===== src/rtl/logic_op_arbiter_if.sv =====
// rtl/logic_op_arbiter_if.sv - request/grant/result bundle between requesters and the arbiter
interface logic_op_arbiter_if;
  logic [3:0] req;
  logic [7:0] op;
  logic [3:0] a;
  logic [3:0] b;
  logic [3:0] gnt;
  logic       y;
  logic       y_valid;
  logic       busy;

  // Requester side drives requests and operands, observes grant and result
  modport master (
    output req, op, a, b,
    input  gnt, y, y_valid, busy
  );

  // Arbiter side consumes requests and operands, produces grant and result
  modport slave (
    input  req, op, a, b,
    output gnt, y, y_valid, busy
  );
endinterface


===== src/rtl/logic_op_arbiter.sv =====
// rtl/logic_op_arbiter.sv - 4-way round-robin arbiter executing one 1-bit logic op per grant
module logic_op_arbiter (
  input  logic               clk,
  input  logic               rst,
  logic_op_arbiter_if.slave  bus
);

  typedef enum logic [1:0] {
    IDLE = 2'd0,
    EXEC = 2'd1,
    DONE = 2'd2
  } state_t;

  state_t     state_q, state_d;
  logic [1:0] ptr_q, ptr_d;
  logic [1:0] win_q, win_d;
  logic [3:0] gnt_q, gnt_d;
  logic [1:0] op_q, op_d;
  logic       a_q, a_d;
  logic       b_q, b_d;
  logic       y_q, y_d;
  logic       y_valid_q, y_valid_d;

  logic [1:0] pick;
  logic       pick_found;
  logic       op_result;

  // Round-robin search: first asserted request at or after ptr, wrapping modulo 4
  always_comb begin
    logic [1:0] idx;
    pick       = ptr_q;
    pick_found = 1'b0;
    idx        = ptr_q;
    for (int k = 0; k < 4; k++) begin
      idx = ptr_q + k[1:0];
      if (!pick_found && bus.req[idx]) begin
        pick       = idx;
        pick_found = 1'b1;
      end
    end
  end

  // Operation on the latched operands; inputs are never looked at after the grant
  always_comb begin
    op_result = 1'b0;
    case (op_q)
      2'b00:   op_result = a_q & b_q;
      2'b01:   op_result = a_q | b_q;
      2'b10:   op_result = a_q ^ b_q;
      default: op_result = ~a_q;
    endcase
  end

  // Next-state and registered-output logic for the IDLE -> EXEC -> DONE cycle
  always_comb begin
    state_d   = state_q;
    ptr_d     = ptr_q;
    win_d     = win_q;
    gnt_d     = gnt_q;
    op_d      = op_q;
    a_d       = a_q;
    b_d       = b_q;
    y_d       = y_q;
    y_valid_d = 1'b0;

    case (state_q)
      IDLE: begin
        gnt_d = 4'b0000;
        if (pick_found) begin
          win_d   = pick;
          gnt_d   = 4'b0001 << pick;
          op_d    = bus.op[{pick, 1'b0} +: 2];
          a_d     = bus.a[pick];
          b_d     = bus.b[pick];
          state_d = EXEC;
        end
      end
      EXEC: begin
        y_d       = op_result;
        y_valid_d = 1'b1;
        state_d   = DONE;
      end
      DONE: begin
        // Only the winner's own request line can release the grant
        if (!bus.req[win_q]) begin
          gnt_d   = 4'b0000;
          ptr_d   = win_q + 2'd1;
          state_d = IDLE;
        end
      end
      default: begin
        gnt_d   = 4'b0000;
        state_d = IDLE;
      end
    endcase
  end

  // State and output registers; reset aborts any transaction immediately
  always_ff @(posedge clk or posedge rst) begin
    if (rst) begin
      state_q   <= IDLE;
      ptr_q     <= 2'd0;
      win_q     <= 2'd0;
      gnt_q     <= 4'b0000;
      op_q      <= 2'b00;
      a_q       <= 1'b0;
      b_q       <= 1'b0;
      y_q       <= 1'b0;
      y_valid_q <= 1'b0;
    end else begin
      state_q   <= state_d;
      ptr_q     <= ptr_d;
      win_q     <= win_d;
      gnt_q     <= gnt_d;
      op_q      <= op_d;
      a_q       <= a_d;
      b_q       <= b_d;
      y_q       <= y_d;
      y_valid_q <= y_valid_d;
    end
  end

  assign bus.gnt     = gnt_q;
  assign bus.y       = y_q;
  assign bus.y_valid = y_valid_q;
  assign bus.busy    = (state_q != IDLE);

endmodule


===== src/flat_wrapper.sv =====
// flat-port wrapper written by rule: the top's interface ports become plain ports
module logic_op_arbiter_flat 
  (clk, rst, bus_req, bus_op, bus_a, bus_b, bus_gnt, bus_y, bus_y_valid, bus_busy);
  logic_op_arbiter_if bus_i ();
  input  logic clk;
  input  logic rst;
  input wire logic [$bits(bus_i.req)-1:0] bus_req;
  input wire logic [$bits(bus_i.op)-1:0] bus_op;
  input wire logic [$bits(bus_i.a)-1:0] bus_a;
  input wire logic [$bits(bus_i.b)-1:0] bus_b;
  output wire logic [$bits(bus_i.gnt)-1:0] bus_gnt;
  output wire logic [$bits(bus_i.y)-1:0] bus_y;
  output wire logic [$bits(bus_i.y_valid)-1:0] bus_y_valid;
  output wire logic [$bits(bus_i.busy)-1:0] bus_busy;
  assign bus_i.req = bus_req;
  assign bus_i.op = bus_op;
  assign bus_i.a = bus_a;
  assign bus_i.b = bus_b;
  assign bus_gnt = bus_i.gnt;
  assign bus_y = bus_i.y;
  assign bus_y_valid = bus_i.y_valid;
  assign bus_busy = bus_i.busy;
  logic_op_arbiter u_core (.clk(clk), .rst(rst), .bus(bus_i));
endmodule

===== config.mk =====
export PLATFORM = sky130hd
export DESIGN_NAME = logic_op_arbiter_flat
export DESIGN_NICKNAME = d
export VERILOG_FILES = /design/src/rtl/logic_op_arbiter_if.sv /design/src/rtl/logic_op_arbiter.sv /design/src/flat_wrapper.sv
export SDC_FILE = /design/constraint.sdc
export NUM_CORES = 1
export LEC_CHECK = 0
export ABC_AREA = 0
export CORE_MARGIN = 4
export CORE_UTILIZATION = 45
export DETAILED_ROUTE_END_ITERATION = 12
export DONT_BUFFER_PORTS = 1
export SETUP_SLACK_MARGIN = 0.15
export SKIP_LAST_GASP = 1
export SLEW_MARGIN = 20
export SYNTH_ARGS = -nofsm -noshare
export SYNTH_HDL_FRONTEND = slang
export SYNTH_SLANG_ARGS = --single-unit

===== constraint.sdc =====
create_clock -name clk -period 1.8 [get_ports clk]
set_clock_uncertainty 0.1 [all_clocks]
set_input_delay 0.45 -clock clk [delete_from_list [all_inputs] [get_ports clk]]
set_output_delay 0.45 -clock clk [all_outputs]
set_load 0.01 [all_outputs]

==> results of run 1 <==
flip-flops by register name (all words and copies together) (netlist names):
name,cells
u_core.bus.gnt,4
u_core.ptr_q,2
u_core.bus.y_valid,1
u_core.a_q,1
u_core.win_q,2
u_core.bus.y,1
u_core.b_q,1
u_core.op_q,2
u_core.state_q,2
cell usage in the layout (no fill, tap or decap), types with 3 or more instances in the layout:
cell	Yosys	final
nand2_1	18	18
buf_4	0	19
clkbuf_4	0	3
mux2i_1	8	5
dfrtp_1	16	16
o221ai_2	0	3
mux2i_2	0	3
nor2_1	6	6
inv_1	7	6
a21oi_1	4	4
worst max-delay path, stage by stage (launching register included):
cell,delay [ps]
dfrtp_1,400
or2_4,260
a21o_4,190
or4_4,560
o221ai_2,210
power by group:
| part | internal [mW] | switching (mW) | total [mW] |
|---|---|---|---|
| combinational | 0.595 | 0.508 | 1.10 |
| clock | 0.123 | 0.111 | 0.234 |
| sequential | 0.528 | 0.148 | 0.676 |
| total | 1.25 | 0.767 | 2.01 |
metrics by stage:
stage	utilization	total power [mW]	setup slack, ps
2_1_floorplan	-	1.35	-12.6
3_5_place_dp	0.585	1.68	-32.6
4_1_cts	0.605	1.92	9.53
5_1_grt	0.641	2.18	-37.0
6_report	0.641	2.01	13.0
3_3_place_gp	0.585	1.64	15.4
path summary, 6_finish.rpt:
kind                                         from           endpoint  slack (ps)  cells past startpoint
worst min register to register     u_core.op_q[0]     u_core.op_q[0]         410                      2
worst max register to register  u_core.state_q[0]         u_core.a_q          10                      4
max in group asynchronous                     rst  u_core.bus.gnt[0]        1200                      1
worst min-delay path                          rst  u_core.state_q[0]           9                      1
worst max-delay path            u_core.state_q[0]         u_core.a_q          10                      4
min in group clk                        bus_op[5]     u_core.op_q[1]         280                      2
metal layers:
layer,GRT usage,vias to the layer above,part of all wire
met5,0,-,0
met4,0.0383,0,0.0035
met3,0.0598,2,0.055
met2,0.275,22,0.53
li1,-,350,-
met1,0.187,331,0.41
area by class of cell:
class                      instances  area (µm²)
clock buffer                       4        36.3
fill                             153         647
inverter                           7        28.8
multi-input combinational         63         515
sequential                        16         400
tap                               25        31.3
timing repair buffer              19         143
logic make-up (layout without fill, tap and decap cells):
group / after synthesis / in the layout / share of synthesized area
DFF: 16 / 16 / 0.446
xor gates and xnor gates: 1 / 1 / 0.00976
and+or+nand+nor: 33 / 33 / 0.176
muxes: 10 / 10 / 0.139
buffers and inverters: 9 / 30 / 0.0474
AOI/OAI and AO/OA: 17 / 17 / 0.153
adders and majority gates: 2 / 2 / 0.0279
repair_timing:
action | in CTS | in global routing
resized for setup | 1 | 7
pin swaps | 0 | 3
setup endpoints to repair | 9 | 12
buffers inserted | 0 | 5
==> reports/qor.csv, run 1 <==
metric;value;unit
die_height;52.7;µm
netlist_instances;88;
cts_max_level;1;
synth_common_cells;18 x nand2_1, 16 x dfrtp_1, 8 x mux2i_1, 7 x inv_1, 6 x nor2_1;
setup_viol;0;
grt_antenna_before_repair;0;
fin_setup_tns;0;ps
drcViolationCount;0;
place_inst;125;
cts.sinks;16;
place_area;0.00105;mm²
gp_congestion;0.736;
status;finished, final reports clean;
die-area;0.00277;mm²
cp_max_fo;7;
grt_pass1_vias;715;
finalMaxSlewViolations;0;
ys.flop_type;dfrtp_1;
grt_use_total;0.160;
synth_most_common_cell;nand2_1;
syn_nets;112;
stdcell_count;134;
numCtsBuffers;3;
layout-drive-gt1-share;0.376;
rows;15;
wl_per_cell;15.1;µm
cp.arrival;1900;ps
postLayoutCellArea;0.00115;mm²
io_buffers;0;
ys_types;25;
peakVddDrop;0.851;mV
n_antenna_cell;0;
slew_headroom;0.596;
synth_seq_cells;16;
avgSynthCellArea;10.2;µm²
clkTransAtPathRegs;90;ps
fin_crit_sh;0.993;
wl;2.02;mm
period_needed;1790;ps
cts_buffer_depth;2;
hold_viol;0;
yosysWarnings;0;
endpoint_kind;register;
crit_path_start_kind;register;
synthTopCellsByArea;dfrtp_1 45%, mux2i_1 8.9%, nand2_1 7.5%;
syn_area;897;µm²
rsz0062_at_grt;yes;
synth-seq-area-share;0.446;
cts-hold-fix-buffers;0;
fmax;560;MHz
hold_ws;8.85;ps
start_util;0.498;
hpwl;1.55;mm
clock_latency;290;ps
grt-ovfl-total;0;
routed_via_density;5.26;
drt_first_pass_iters;4;
p_per_area;1740;mW/mm²
synth_edf_count;0;
yosys.area.top_type;dfrtp_1;
area_growth;28.7;%
yosys.area.top_type_share;0.446;
fin_nets;134;
cts-root-buf;clkbuf_4;
io_pins;29;
dr.first_iter.drc_count;12;
drv_cap;0;
grt_first_pass_wirelength;3.14;mm
grt_start_max_net_pins;17;
cts_tree;yes;
ant_nets;0;
cp.required;1910;ps
hold_class;in2async;
tightest_slew;605;ps
core_area;0.00180;mm²
leakagePower;0.543;nW
via_count;705;
die_x;52.7;µm
path_class;reg2reg;
synthArstFlopShare;1.00;
Note: power is estimated with default switching activity, not from simulation.
==> run 2, diff against run 1 <==
--- a/config.mk
+++ b/config.mk
@@ -10,6 +10,7 @@
 export CORE_UTILIZATION = 45
 export DETAILED_ROUTE_END_ITERATION = 12
 export DONT_BUFFER_PORTS = 1
+export GPL_ROUTABILITY_DRIVEN = 0
 export SETUP_SLACK_MARGIN = 0.15
 export SKIP_LAST_GASP = 1
 export SLEW_MARGIN = 20
==> results of run 2 <==
Same layout as run 1: the final DEF is identical, and so are final timing and power.
==> run 3, diff against run 2 <==
--- a/config.mk
+++ b/config.mk
@@ -5,7 +5,8 @@
 export SDC_FILE = /design/constraint.sdc
 export NUM_CORES = 1
 export LEC_CHECK = 0
-export ABC_AREA = 0
+export ABC_AREA = 1
+export CAP_MARGIN = 20
 export CORE_MARGIN = 4
 export CORE_UTILIZATION = 45
 export DETAILED_ROUTE_END_ITERATION = 12
==> reports/qor.csv, run 3 <==
metric;value;unit;change
layout-drive-gt1-share;0.409;;was 0.376
cp_common_cell;nand3_2;;
clkTransAtPathRegs;90;ps;about the same
netlist_instances;196;;was 88
drcViolationCount;0;;unchanged
yosysWarnings;0;;unchanged
cts_buffer_depth;2;;unchanged
avgSynthCellArea;6.84;µm²;was 10.2 µm²
synth_common_cells;86 x nand2_1, 32 x nand3_1, 16 x dfrtp_1, 13 x inv_1, 9 x nand2_2;;was 18 x nand2_1, 16 x dfrtp_1, 8 x mux2i_1, 7 x inv_1, 6 x nor2_1
die-area;0.00392;mm²;was 0.00277 mm²
p_per_area;2350;mW/mm²;was 1740 mW/mm²
slowest_stage;dfrtp_2;;was or4_4
die_x;62.6;µm;was 52.7 µm
slew_headroom;0.599;;was 0.596
hold_ws;14.5;ps;was 8.85 ps
io_buffers;0;;unchanged
cts_max_level;1;;unchanged
drt_first_pass_iters;6;;was 4
die_height;62.6;µm;was 52.7 µm
clkPwrFrac;0.042;;was 0.116
crit_path_start_kind;register;;unchanged
syn_nets;220;;was 112
wl;3.61;mm;was 2.02 mm
status;complete, but fails checks;;was finished, final reports clean
synth-seq-area-share;0.299;;was 0.446
largest_register_ffs;4;;unchanged
multi_input_area;0.00105;mm²;was 515 µm²
synthArstFlopShare;1.00;;unchanged
grt_first_pass_wirelength;6.12;mm;was 3.14 mm
fmax;511;MHz;was 560 MHz
fin_setup_tns;-1220;ps;was 0 ps
rows;19;;was 15
routed_via_density;5.53;;was 5.26
cp.required;1910;ps;about the same
period_needed;1960;ps;was 1790 ps
dr.first_iter.drc_count;53;;was 12
leakagePower;0.975;nW;was 0.543 nW
cts-hold-fix-buffers;0;;unchanged
core_area;0.00281;mm²;was 0.00180 mm²
p_seq_frac;0.166;;was 0.336
fin_nets;251;;was 134
place_ws;-122;ps;was -32.6 ps
ant_nets;0;;unchanged
power.share.switching;0.518;;was 0.381
rsz0062_at_grt;yes;;unchanged
ys.flop_type;dfrtp_1;;unchanged
finalMaxSlewViolations;0;;unchanged
path_class;reg2reg;;unchanged
critPathTopFamily;simple AND/OR/NAND/NOR gates;;unchanged
regArea;403;µm²;was 400 µm²
stdcell_count;256;;was 134
path_buf_inv;2;;was 0
p_sw;2.25;mW;was 767 µW
layout_common_cells;66 x nand2_1, 22 x nand3_1, 21 x buf_4;;was 19 x buf_4, 18 x nand2_1, 16 x dfrtp_1
hold_class;in2async;;unchanged
violations;setup timing;;
p_int;2.09;mW;was 1.25 mW
place_inst;242;;was 125
synthTopCellsByArea;dfrtp_1 30%, nand2_1 24%, nand3_1 12%;;was dfrtp_1 45%, mux2i_1 8.9%, nand2_1 7.5%
crit_path_cell_trace;clkinvlp_4 -> nand2_2 -> nand3_2 -> nand2_4 -> nor2_8 -> buf_6 -> a31oi_4 -> nand3_2 -> o21ai_2;;was or2_4 -> a21o_4 -> or4_4 -> o221ai_2
peakVddDrop;1.17;mV;was 0.851 mV
synth_seq_cells;16;;unchanged
ys_types;21;;was 25
yosys.area.top_type_share;0.299;;was 0.446
syn_area;0.00134;mm²;was 897 µm²
hold_viol;0;;unchanged
fin_total_pwr;4.34;mW;was 2.01 mW
combPwrFrac;0.792;;was 0.548
via_count;1415;;was 705
synth_edf_count;0;;unchanged
final_common_cell;nand2_1;;was buf_4
wl_per_cell;14.1;µm;was 15.1 µm
grt_pass1_vias;1367;;was 715
setup_viol;10;;was 0
start_util;0.478;;was 0.498
drv_cap;0;;unchanged
fin_crit_sh;1.09;;was 0.993
max_stage_delay;490;ps;was 560 ps
cts.sinks;16;;unchanged
cp.arrival;2070;ps;was 1900 ps
n_antenna_cell;0;;unchanged
numCtsBuffers;3;;unchanged
tightest_slew;601;ps;was 605 ps
endpoint_kind;register;;unchanged
cts-root-buf;clkbuf_4;;unchanged
cp_max_fo;6;;was 7
grt_use_total;0.188;;was 0.160
yosys.area.top_type;dfrtp_1;;unchanged
hpwl;2.51;mm;was 1.55 mm
cp-startpoint;u_core.ptr_q[0];;was u_core.state_q[0]
cts_tree;yes;;unchanged
synth_most_common_cell;nand2_1;;unchanged
grt_antenna_before_repair;0;;unchanged
r2r-start;u_core.ptr_q[0];;was u_core.state_q[0]
grt-ovfl-total;0;;unchanged
fillers;246;;was 153
setup_ws;-158;ps;was 13.0 ps
clock_latency;280;ps;was 290 ps
grt_start_max_net_pins;17;;unchanged
io_pins;29;;unchanged
area_growth;38.2;%;was 28.7%
## run 3: stage by stage
step                       util  instance area, µm²
after floorplan               -                1350
after global placement    0.534                1500
after detailed placement  0.534                1500
after CTS                 0.592                1660
after global routing      0.660                1850
final                     0.660                1850
## run 3: worst register-to-register path, delay by kind of cell, from the launching register on
kind,cells,cell delay (ps)
buffers and inverters,2,300
AO/OA/AOI/OAI,2,450
flip-flops,1,490
AND/OR/NAND/NOR,5,560
## run 3: what timing repair did
action                                  4_1_cts  5_1_grt
resized for setup                            24       36
cloned                                        2        0
buffers inserted                              5        4
pin swaps                                    15       18
endpoints found under the setup margin       11       11
## run 3: cell families (layout without fill, tap and decap cells)
family                     count (synthesis)  after routing  share of synthesized area
and+or+nand+nor                          142            142                      0.537
adders and majority gates                  2              2                     0.0187
xor gates and xnor gates                   1              1                    0.00654
AOI/OAI and AO/OA                         15             15                     0.0700
DFF                                       16             16                      0.299
buffers and inverters                     20             49                     0.0691
## run 3: area by class of cell
class / count / area share
clock buffer: 3 / 0.0122
sequential: 16 / 0.218
timing repair inverter: 1 / 0.00405
multi-input combinational: 160 / 0.566
timing repair buffer: 28 / 0.142
tap: 31 / 0.0209
inverter: 17 / 0.0372
## run 3: final timing paths
| path | end | slack (ps) | depth (start not counted) |
|---|---|---|---|
| max | u_core.bus.gnt[1] | -160 | 9 |
| min | u_core.bus.y_valid | 10 | 1 |
| max reg2reg | u_core.bus.gnt[1] | -160 | 9 |
| min reg2reg | u_core.op_q[0] | 430 | 2 |
| max in group asynchronous | u_core.ptr_q[0] | 1160 | 1 |
| min in group clk | u_core.a_q | 400 | 6 |
## run 3: layer usage
layer  vias up  track usage  part of all wire
met3         4       0.0468             0.068
met1       662        0.239              0.42
met5         -            0                 0
met4         0      0.00826            0.0061
li1        693            -                 -
met2        56        0.336              0.51
## run 3: power groups by stage
stage	clock network [mW]	registers, mW	logic, mW
floorplan	0	0.648	1.87
global placement	0	0.691	2.50
detailed placement	0	0.693	2.54
CTS	0.191	0.716	2.92
global route	0.209	0.744	3.82
finish	0.181	0.723	3.44
